[src/rtl/wrr_pkg.sv]
// Shared constants, ID type and grant-vector helpers for the WRR arbiter and its dispatch stage.
package wrr_pkg;

    localparam int N       = 32;
    localparam int ID_BITS = $clog2(N);

    typedef logic [ID_BITS-1:0] wrr_id_t;

    function automatic bit onehot_chk(logic [N-1:0] v);
        return (v != '0) && ((v & (v - N'(1))) == '0);
    endfunction

endpackage

[src/rtl/wrr_grant_dispatch_if.sv]
// Grant channel from the arbiter plus the valid/ready dispatch channel to the shared resource.
interface wrr_grant_dispatch_if;
    import wrr_pkg::*;

    logic [N-1:0] gnt_w;
    wrr_id_t      gnt_id;
    logic         ack;
    logic         out_valid;
    wrr_id_t      out_id;
    logic         out_ready;

    // master: arbiter + downstream consumer; slave: the dispatch block
    modport master (
        output gnt_w, gnt_id, out_ready,
        input  ack, out_valid, out_id
    );

    modport slave (
        input  gnt_w, gnt_id, out_ready,
        output ack, out_valid, out_id
    );

endinterface

[src/rtl/wrr_id_fifo.sv]
// In-order ID queue with a registered head; push-to-head latency 1, no bypass.
// Push is dropped when full and pop is ignored when empty; head holds its last value when empty.
module wrr_id_fifo #(
    parameter  int DEPTH = 4,
    parameter  int W     = 5,
    localparam int PW    = $clog2(DEPTH),
    localparam int CW    = PW + 1
) (
    input  logic          clk,
    input  logic          rst,
    input  logic          push,
    input  logic [W-1:0]  push_data,
    input  logic          pop,
    output logic [W-1:0]  head,
    output logic          full,
    output logic          empty,
    output logic [CW-1:0] count
);

    logic [W-1:0]  mem [DEPTH];
    logic [PW-1:0] rd_ptr;
    logic [PW-1:0] wr_ptr;
    logic [PW-1:0] rd_nxt;
    logic [CW-1:0] cnt_nxt;
    logic          do_push;
    logic          do_pop;

    assign full    = (count == CW'(DEPTH));
    assign empty   = (count == '0);
    assign do_push = push && !full;
    assign do_pop  = pop && !empty;
    assign rd_nxt  = do_pop ? rd_ptr + PW'(1) : rd_ptr;

    always_comb begin
        cnt_nxt = count;
        case ({do_push, do_pop})
            2'b10:   cnt_nxt = count + CW'(1);
            2'b01:   cnt_nxt = count - CW'(1);
            default: cnt_nxt = count;
        endcase
    end

    always_ff @(posedge clk) begin
        if (do_push) begin
            mem[wr_ptr] <= push_data;
        end
    end

    always_ff @(posedge clk) begin
        if (rst) begin
            rd_ptr <= '0;
            wr_ptr <= '0;
            count  <= '0;
            head   <= '0;
        end else begin
            if (do_push) begin
                wr_ptr <= wr_ptr + PW'(1);
            end
            rd_ptr <= rd_nxt;
            count  <= cnt_nxt;
            // Head reloads only when it changes; a just-pushed entry at the new head is not yet in mem.
            if ((cnt_nxt != '0) && (do_pop || empty)) begin
                head <= (do_push && (rd_nxt == wr_ptr)) ? push_data : mem[rd_nxt];
            end
        end
    end

endmodule

[src/rtl/wrr_grant_dispatch.sv]
// Accepts well-formed one-hot grants into an in-order queue (ack combinational, head latency 1).
// ack drops only when the queue is full or the grant is malformed; out_ready never reaches ack.
module wrr_grant_dispatch
    import wrr_pkg::*;
#(
    parameter  int DEPTH = 4,
    parameter  int CNT_W = 16,
    localparam int OCC_W = $clog2(DEPTH) + 1
) (
    input  logic               clk,
    input  logic               rst,
    wrr_grant_dispatch_if.slave bus,
    output logic [OCC_W-1:0]   occupancy,
    output logic               err_grant,
    output logic [CNT_W-1:0]   grant_cnt
);

    logic    gnt_ok;
    logic    gnt_any;
    logic    full;
    logic    empty;
    logic    ack_i;
    logic    pop;
    wrr_id_t head;

    assign gnt_any = (bus.gnt_w != '0);
    assign gnt_ok  = gnt_any && onehot_chk(bus.gnt_w) && bus.gnt_w[bus.gnt_id];
    assign ack_i   = gnt_ok && !full;
    assign pop     = !empty && bus.out_ready;

    assign bus.ack       = ack_i;
    assign bus.out_valid = !empty;
    assign bus.out_id    = head;

    wrr_id_fifo #(
        .DEPTH (DEPTH),
        .W     (ID_BITS)
    ) u_fifo (
        .clk       (clk),
        .rst       (rst),
        .push      (ack_i),
        .push_data (bus.gnt_id),
        .pop       (pop),
        .head      (head),
        .full      (full),
        .empty     (empty),
        .count     (occupancy)
    );

    always_ff @(posedge clk) begin
        if (rst) begin
            err_grant <= 1'b0;
            grant_cnt <= '0;
        end else begin
            if (gnt_any && !gnt_ok) begin
                err_grant <= 1'b1;
            end
            if (ack_i && (grant_cnt != '1)) begin
                grant_cnt <= grant_cnt + CNT_W'(1);
            end
        end
    end

endmodule

[src/flat_wrapper.sv]
// flat-port wrapper written by rule: the top's interface ports become plain ports
module wrr_grant_dispatch_flat import wrr_pkg::*;
#(
    parameter  int DEPTH = 4,
    parameter  int CNT_W = 16,
    localparam int OCC_W = $clog2(DEPTH) + 1
)
  (clk, rst, occupancy, err_grant, grant_cnt, bus_gnt_w, bus_gnt_id, bus_out_ready, bus_ack, bus_out_valid, bus_out_id);
  wrr_grant_dispatch_if bus_i ();
  input  logic clk;
  input  logic rst;
  output logic [OCC_W-1:0] occupancy;
  output logic err_grant;
  output logic [CNT_W-1:0] grant_cnt;
  input wire logic [$bits(bus_i.gnt_w)-1:0] bus_gnt_w;
  input wire logic [$bits(bus_i.gnt_id)-1:0] bus_gnt_id;
  input wire logic [$bits(bus_i.out_ready)-1:0] bus_out_ready;
  output wire logic [$bits(bus_i.ack)-1:0] bus_ack;
  output wire logic [$bits(bus_i.out_valid)-1:0] bus_out_valid;
  output wire logic [$bits(bus_i.out_id)-1:0] bus_out_id;
  assign bus_i.gnt_w = bus_gnt_w;
  assign bus_i.gnt_id = bus_gnt_id;
  assign bus_i.out_ready = bus_out_ready;
  assign bus_ack = bus_i.ack;
  assign bus_out_valid = bus_i.out_valid;
  assign bus_out_id = bus_i.out_id;
  wrr_grant_dispatch #(.DEPTH(DEPTH), .CNT_W(CNT_W)) u_core (.clk(clk), .rst(rst), .bus(bus_i), .occupancy(occupancy), .err_grant(err_grant), .grant_cnt(grant_cnt));
endmodule
[config.mk]
export PLATFORM = sky130hd
export DESIGN_NAME = wrr_grant_dispatch_flat
export DESIGN_NICKNAME = d
export VERILOG_FILES = /design/src/rtl/wrr_pkg.sv /design/src/rtl/wrr_grant_dispatch_if.sv /design/src/rtl/wrr_id_fifo.sv /design/src/rtl/wrr_grant_dispatch.sv /design/src/flat_wrapper.sv
export SDC_FILE = /design/constraint.sdc
export NUM_CORES = 1
export LEC_CHECK = 0
export BUFFER_PORTS_ARGS = -buffer_cell sky130_fd_sc_hd__buf_2
export CAP_MARGIN = 25
export CORE_MARGIN = 1
export CORE_UTILIZATION = 52
export CTS_BUF_LIST = sky130_fd_sc_hd__clkbuf_8
export CTS_CLUSTER_DIAMETER = 30
export DETAILED_ROUTE_END_ITERATION = 10
export GPL_TIMING_DRIVEN = 0
export PLACE_DENSITY_LB_ADDON = 0.12
export SYNTH_ARGS = -nofsm -noshare
export SYNTH_HDL_FRONTEND = slang
export SYNTH_SLANG_ARGS = --single-unit
[constraint.sdc]
create_clock -name clk -period 7.25 [get_ports clk]
set_input_delay 0.725 -clock clk [delete_from_list [all_inputs] [get_ports clk]]
set_output_delay 0.725 -clock clk [all_outputs]
set_load 0.01 [all_outputs]
==> metrics.csv, run 1 <==
stage,metric,value,unit
run_status,status,"finished, final reports clean",
floorplan,core_area,5540,um^2
power_and_ir_drop,power.share.sequential,55.7,%
global_routing,grt_pass1_vias,2487,
floorplan,die_area,6122,um^2
floorplan,start_util,54.56,%
clock_tree,clk_latency,0.31,ns
setup_path,critPathLaunchType,primary input,
yosys,ys_seq_area_share,39.07,%
power_and_ir_drop,p_total,0.5143,mW
cells_and_area,syn2layout_area_growth,17.80,%
global_routing,antenna_found_initial,0,
clock_tree,cts_buffer_depth,2,
routing,antenna_left,0,
clock_tree,cts_tree,done,
timing,setup_violations,0,
global_routing,grt_usage,24.26,%
cells_and_area,fillers,494,
yosys,synth_seq_cells,49,
setup_path,critical_path.endpoint_type,flop,
power_and_ir_drop,power_frac_clock,33.9,%
cells_and_area,num_antenna_cells,0,
cells_and_area,drive_gt1_share,27.85,%
setup_path,crit_type,primary input to flop,
power_and_ir_drop,internal_power,0.3822,mW
routing,vias,2682,
cells_and_area,final_nets,423,
routing,drcViolationCount,0,
timing,final-hold-violation-count,0,
placement,dpl.hpwl,5408,um
clock_tree,htreeDepth,2,
yosys,syn_area_per_cell,10.04,um^2
yosys,synthArstFlopShare,0,%
clock_tree,cts_root_buf,clkbuf_8,
timing,holdWs,0.4655,ns
yosys,syn_nets,348,
setup_path,critPathMaxFanout,10,
timing,rsz0062_at_grt,false,
yosys,synth_area,3023,um^2
cells_and_area,design_area,3561,um^2
floorplan,rows,27,
yosys,synth_ff_type,dfxtp_1,
yosys,yosysTopAreaCell,edfxtp_1,
power_and_ir_drop,leakagePower,1.352,nW
floorplan,pin_count,67,
timing,fin_setup_tns,0,ns
setup_path,crit_buf_inv,5,
placement,placed_cell_area,3443,um^2
power_and_ir_drop,p_sw_share,25.68,%
routing,route.detailed.vias_per_inst,5.973,
timing,max_freq,172.3,MHz
timing,worstMarginPinSlew,0.9132,ns
hold_path,hp-class,flop to flop,
clock_tree,postCtsSetupRepairBufs,0,
global_routing,grt_pass1_wl,11670,um
placement,io_buffers,66,
setup_path,crit_required,7.47,ns
global_routing,grt_max_degree,19,
run,drv_cap,0,
yosys,netlist_instances,301,
timing,skew,0.01076,ns
yosys,synth_warnings,0,
setup_path,max_stage_delay,0.72,ns
setup_path,cp_top_family,simple AND/OR/NAND/NOR gates,
yosys,synth_cell_types,57,
power_and_ir_drop,vdd_ir_drop_max,0.1167,mV
timing,slew_headroom,38.48,%
yosys,synth_edf_count,20,
clock_tree,cts_resized,0,
placement,pre_cts_slack,1.112,ns
clock_tree,cts_buffers,5,
routing,drt-total-wl,7029,um
timing,slew_violations,0,
setup_path,arrival,6.03,ns
routing,drtPass1Iterations,4,
floorplan,die_w,78.25,um
yosys,ys_top_cells_by_area,"edfxtp_1 20%, dfxtp_1 19%, mux4_2 8.2%",
floorplan,die_h,78.25,um
setup_path,path_cells,buf_2 -> or4_4 -> buf_6 -> or4_4 -> buf_6 -> o31ai_1 -> o211ai_1 -> or4_4 -> nor3_1 -> clkbuf_1 -> inv_1 -> ha_1 -> fa_1 -> xnor2_1 -> nand3_1 -> o211ai_1 -> o21ai_0 -> nor2_1 -> a211oi_1,
power_and_ir_drop,power.switching,0.1321,mW
power_and_ir_drop,cellPowerDensity,144.4,nW/um^2
global_routing,overflow,0,
timing,finalCriticalPeriod,5.805,ns
routing,wire_per_inst,15.65,um
timing,period_share,80.06,%
clock_tree,cts_sinks,49,
power_and_ir_drop,p_comb_share,10.3,%
clock_tree,holdBufCountCts,0,
yosys,synth_top_cell_area_share,19.87,%
timing,setup_ws,1.445,ns
setup_path,path_common_cell,or4_4,
placement,gp_congestion,0.8885,
clock_tree,clkTransAtPathRegs,0.09,ns
setup_path,cp_slowest_cell,o21ai_0,
routing,drt_iter0_markers,100,
## Yosys cell counts, drive strengths merged (6+ instances only)
master,n
o21ai,15
a21oi,11
nor3,7
buf,6
or3,14
edfxtp,20
mux2,7
or4,15
mux4,11
ha,6
mux2i,12
and2,8
inv,10
nand3,16
clkbuf,6
dfxtp,29
nand2,10
nor2,27
## flip-flops by register name, indices dropped and copies added, names as in the netlist
register	count
u_core.u_fifo.head	5
u_core.u_fifo.wr_ptr	2
u_core.u_fifo.count	3
u_core.grant_cnt	16
u_core.err_grant	1
u_core.u_fifo.rd_ptr	2
u_core.u_fifo.mem	20
## cell type report
cell class / instances / area, um^2 / area share (%)
clock inverters: 3 / 28.78 / 0.8082
repair buffers: 68 / 350.3 / 9.838
plain buffers: 12 / 62.56 / 1.757
flip-flops and latches: 49 / 1181 / 33.17
clock buffers: 5 / 68.82 / 1.933
well taps: 72 / 90.09 / 2.530
inverters: 10 / 37.54 / 1.054
multi-input cells: 230 / 1742 / 48.91
## final timing paths
kind	from	to	slack, ns	depth (start not counted)
setup / recovery	bus_gnt_w[0]	u_core.u_fifo.head[1]$_SDFFE_PP0P_	1.45	19
hold / removal	u_core.err_grant$_SDFFE_PP0P_	u_core.err_grant$_SDFFE_PP0P_	0.47	2
setup reg to reg	u_core.u_fifo.count[0]$_SDFF_PP0_	u_core.u_fifo.head[1]$_SDFFE_PP0P_	3.38	13
hold reg to reg	u_core.err_grant$_SDFFE_PP0P_	u_core.err_grant$_SDFFE_PP0P_	0.47	2
## worst reg2reg max path, cell delays in order, from the launching register on
cell,delay (ns)
dfxtp_1,0.48
nor2_1,0.12
and2_1,0.23
nor3_1,0.32
clkbuf_1,0.43
inv_1,0.16
ha_1,0.26
fa_1,0.39
xnor2_1,0.19
nand3_1,0.11
o211ai_1,0.09
o21ai_0,0.72
nor2_1,0.08
a211oi_1,0.22
## cell families (layout without fill, tap and decap cells)
| logic type | Yosys count | after routing | synth area share (%) |
|---|---|---|---|
| DFF | 49 | 49 | 39.07 |
| AOI/OAI and AO/OA | 58 | 58 | 12.91 |
| buffers and inverters | 22 | 98 | 3.311 |
| adders and majority gates | 11 | 11 | 4.470 |
| xor gates and xnor gates | 7 | 7 | 2.028 |
| muxes | 30 | 30 | 14.78 |
| and+or+nand+nor | 124 | 124 | 23.43 |
## power by group through the flow
stage                     logic (mW)  clock network [mW]  registers, mW
after floorplan               0.0257                   0          0.293
after global placement        0.0518                   0          0.293
after detailed placement      0.0530                   0          0.293
after CTS                     0.0531               0.179          0.287
after global routing          0.0581               0.190          0.287
final                         0.0532               0.175          0.287
## per-layer routing
metal	routed length (um)	part of all wire, %	up-vias	GRT usage [%]
met5	0	0	-	0
met3	303	4.3	8	4.302
met1	3198	45	1277	31.32
met4	55	0.78	0	5.556
li1	-	-	1326	-
met2	3471	49	71	42.19
## placed cells by master, fill, tap and decap left out, types with 7 or more instances in the layout
master / synthesis / final
nand3_1: 16 / 16
dfxtp_1: 29 / 29
edfxtp_1: 20 / 20
inv_1: 10 / 10
mux2i_1: 12 / 12
and2_1: 8 / 8
or4_1: 12 / 12
o21ai_0: 15 / 15
nor2_1: 27 / 27
mux2_2: 7 / 7
mux4_2: 11 / 11
buf_2: 1 / 67
a21oi_1: 11 / 11
nand2_1: 10 / 10
nor3_1: 7 / 7
or3_1: 14 / 14
## through the flow
stage	std cells	util, %
6_report	449	64.27
5_1_grt	449	64.27
4_1_cts	447	63.91
3_5_place_dp	439	62.15
3_3_place_gp	439	62.15
2_1_floorplan	301	-
No activity file was read; power rests on OpenSTA's default activity.
==> run 2: changes to the inputs <==
Settings changed: ABC_AREA from default to 1.
Clock period 7.25 ns to 5.1 ns, I/O delays scaled along.
==> run 2 against run 1 <==
  * Routed wire length rose by 52%
  * Combinational power grew to 6.6 times the previous value
  * Highest routed layer unchanged
  * Critical endpoint is now u_core.u_fifo.head[3]$_SDFFE_PP0P_
  * Critical path type unchanged
  * Global-route usage up 5.1 points
  * Register-to-register slack lost 1.4 ns
  * Via count up 54%
==> metrics.csv, run 2 <==
stage,metric,value,unit,change
run_status,status,"finished, final reports clean",,
yosys,ys_seq_area_share,30.88,%,-8.2 points
floorplan,start_util,55.08,%,+0.52 points
cells_and_area,final_common_cell,nand2_1,,
routing,wire_per_inst,13.61,um,-13%
cells_and_area,largest-register,u_core.u_fifo.mem,,
power_and_ir_drop,p_comb_share,31.5,%,+21 points
clock_tree,cts_buffers,5,,unchanged
routing,antenna_left,0,,unchanged
timing,period_share,73.87,%,
yosys,synth_seq_cells,49,,unchanged
power_and_ir_drop,cellPowerDensity,254.6,nW/um^2,+76%
clock_tree,postCtsSetupRepairBufs,0,,unchanged
setup_path,r2r_end,u_core.u_fifo.head[3]$_SDFFE_PP0P_,,
global_routing,grt_max_degree,17,,-2
yosys,yosysMostFrequentCell,nand2_1,,
placement,pre_cts_slack,1.039,ns,-0.07331 ns
yosys,synthSimpleGateAreaFrac,45.31,%,+22 points
power_and_ir_drop,power_frac_clock,29.5,%,-4.4 points
placement,gp_congestion,0.9938,,+12%
floorplan,core_area,6944,um^2,+25%
cells_and_area,final_cell_mix,"158 x nand2_1, 135 x nor2_1, 69 x inv_1, 69 x buf_2, 38 x nand3_1",,
yosys,synthXorXnorAreaFrac,1.603,%,-0.43 points
yosys,synthArstFlopShare,0,%,unchanged
clock_tree,cts_buffer_depth,2,,unchanged
power_and_ir_drop,leakagePower,2.041,nW,+51%
yosys,synth_top_family_by_area,simple AND/OR/NAND/NOR gates,,
clock_tree,cts_resized,0,,unchanged
hold_path,holdPathStages,2,,unchanged
setup_path,path_cells,buf_2 -> nor2_4 -> nand2_4 -> nor2_4 -> nand2_1 -> nor2_1 -> nor2_1 -> nor3_2 -> nand2_1 -> nor2_2 -> nand3_4 -> ha_1 -> fa_1 -> a21oi_1 -> o21ai_0 -> xor2_1 -> inv_1 -> a32o_1 -> clkinv_1 -> o21ai_0 -> nor2_1,,
yosys,synth_warnings,0,,unchanged
routing,vias,4138,,+54%
setup_path,r2r_cells,10,,-3
cells_and_area,syn2layout_area_growth,15.37,%,
clock_tree,clkTransAtPathRegs,0.10,ns,about the same
cells_and_area,reg.largest.list,"u_core.u_fifo.mem x20, u_core.grant_cnt x16, u_core.u_fifo.head x5",,
yosys,ys_top_cells_by_area,"edfxtp_1 16%, nand2_1 16%, dfxtp_1 15%",,
timing,max_freq,265.4,MHz,
placement,dpl.hpwl,8680,um,+61%
global_routing,grt_usage,29.34,%,+5.1 points
global_routing,grt_pass1_wl,17690,um,+52%
setup_path,crit_type,primary input to flop,,
setup_path,crit_required,5.29,ns,-2.18 ns
power_and_ir_drop,power.switching,0.3789,mW,+190%
yosys,muxShareOfSynthArea,0,%,-15 points
timing,slew_violations,0,,unchanged
timing,rsz0062_at_grt,false,,
clock_tree,cts_sinks,49,,unchanged
yosys,syn_area_per_cell,6.219,um^2,-38%
setup_path,critical_path.endpoint_type,flop,,
power_and_ir_drop,p_sw_share,33.73,%,+8.0 points
setup_path,cp_slowest_cell,fa_1,,
setup_path,r2r-start,u_core.u_fifo.count[0]$_SDFF_PP0_,,
clock_tree,cts_tree,done,,
global_routing,grt_pass1_vias,3815,,+53%
power_and_ir_drop,power.share.sequential,39.1,%,-17 points
setup_path,crit_buf_inv,3,,-2
routing,drtPass1Iterations,5,,+1
routing,drt_iter0_markers,273,,+170%
setup_path,critPathMaxFanout,10,,unchanged
timing,fin_setup_tns,0,ns,unchanged
timing,setup_ws,1.332,ns,-0.1130 ns
cells_and_area,fillers,656,,+33%
clock_tree,clk_latency,0.30,ns,about the same
clock_tree,cts_root_buf,clkbuf_8,,
routing,drt-total-wl,10680,um,+52%
placement,io_buffers,66,,unchanged
timing,worstMarginPinSlew,0.5026,ns,-0.4106 ns
cells_and_area,largest_reg_flops,20,,unchanged
floorplan,die_h,87.77,um,+12%
setup_path,arrival,3.96,ns,-2.07 ns
routing,route.detailed.vias_per_inst,5.271,,-12%
setup_path,critPathLaunchType,primary input,,
hold_path,hold_path.startpoint,rst,,
cells_and_area,final_nets,735,,+74%
yosys,syn_nets,662,,+90%
hold_path,hp-class,primary input to flop,,
global_routing,overflow,0,,unchanged
timing,final-hold-violation-count,0,,unchanged
run,drv_cap,0,,unchanged
yosys,synth_cell_types,38,,-33%
yosys,netlist_instances,615,,+100%
timing,finalCriticalPeriod,3.768,ns,
yosys,synth_compound_area_share,11.58,%,-1.3 points
setup_path,path_depth,21,,+2
yosys,synth_ff_type,dfxtp_1,,
power_and_ir_drop,vdd_ir_drop_max,0.1996,mV,+71%
hold_path,min_to,u_core.grant_cnt[8]$_SDFFE_PP0P_,,
yosys,synth_common_cells,"158 x nand2_1, 135 x nor2_1, 69 x inv_1",,
setup_path,cp_top_family,simple AND/OR/NAND/NOR gates,,
setup_path,max_stage_delay,0.38,ns,-0.34 ns
yosys,synth_top_cell_area_share,15.70,%,-4.2 points
floorplan,pin_count,67,,unchanged
timing,setup_violations,0,,unchanged
setup_path,ff2ff_setup_slack,2.00,ns,-1.38 ns
yosys,synth_area,3825,um^2,+27%
clock_tree,holdBufCountCts,0,,unchanged
timing,skew,0.01295,ns,+0.002189 ns
floorplan,die_w,87.77,um,+12%
yosys,synthAdderAreaFrac,2.486,%,-2.0 points
routing,drcViolationCount,0,,unchanged
clock_tree,htreeDepth,2,,unchanged
floorplan,die_area,7703,um^2,+26%
floorplan,rows,30,,+11%
setup_path,path_common_cell,nor2_1,,
timing,slew_headroom,66.37,%,+28 points
yosys,synth_edf_count,20,,unchanged
power_and_ir_drop,internal_power,0.7444,mW,+95%
cells_and_area,drive_gt1_share,15.67,%,-12 points
cells_and_area,num_antenna_cells,0,,unchanged
yosys,yosysTopAreaCell,edfxtp_1,,
global_routing,antenna_found_initial,0,,unchanged
run 2: logic make-up after synthesis:
group,count (synthesis)
adder cells (fa/ha/maj),7
AO/OA/AOI/OAI,84
buffers and inverters,82
flip-flops,49
AND/OR/NAND/NOR,386
XOR/XNOR,7
run 2: routing by layer:
layer / vias to the layer above / routed length (um) / global-route usage (%) / share of wire (%)
li1: 2129 / - / - / -
met1: 1857 / 5084 / 40.31 / 48
met2: 129 / 4816 / 49.26 / 45
met3: 23 / 548 / 2.828 / 5.1
met4: 0 / 235 / 7.750 / 2.2
met5: - / 0 / 0 / 0
run 2: power groups by stage:
stage | Combinational (mW) | Sequential [mW] | Clock (mW)
6_report | 0.353 | 0.439 | 0.331
5_1_grt | 0.402 | 0.442 | 0.349
4_1_cts | 0.352 | 0.439 | 0.335
3_5_place_dp | 0.351 | 0.448 | 0
3_3_place_gp | 0.339 | 0.446 | 0
2_1_floorplan | 0.230 | 0.453 | 0
run 2: how the worst max path moves through the flow:
stage	startpoint	endpoint	slack, ns
after global routing	bus_gnt_w[0]	u_core.u_fifo.head[3]$_SDFFE_PP0P_	0.97
after CTS	bus_gnt_w[0]	u_core.u_fifo.head[3]$_SDFFE_PP0P_	1.36
final	bus_gnt_w[0]	u_core.u_fifo.head[3]$_SDFFE_PP0P_	1.33
after global placement	bus_gnt_w[3]	u_core.u_fifo.head[2]$_SDFFE_PP0P_	1.13
after floorplan	bus_gnt_w[2]	u_core.u_fifo.head[2]$_SDFFE_PP0P_	1.73
after detailed placement	bus_gnt_w[0]	u_core.u_fifo.head[3]$_SDFFE_PP0P_	1.04
run 2: per-stage QoR:
stage	power (mW)	cells	hold slack (ns)	util, %	area, um^2
2_1_floorplan	0.6836	615	0.5024	-	3825
3_3_place_gp	0.7843	777	0.4482	61.57	4275
3_5_place_dp	0.7981	777	0.4923	61.57	4275
4_1_cts	1.126	785	0.4294	63.55	4413
5_1_grt	1.192	785	0.4426	63.55	4413
6_report	1.123	785	0.4321	63.55	4413
run 2: final cells by class:
class	count	area (um^2)	share of cell area, %
Inverter	74	277.8	6.294
Tap cell	96	120.1	2.722
Multi-Input combinational cell	484	2332	52.85
Sequential cell	49	1181	26.76
Timing Repair Buffer	66	330.3	7.485
Clock buffer	5	68.82	1.559
Buffer	8	33.78	0.7655
Clock inverter	3	68.82	1.559
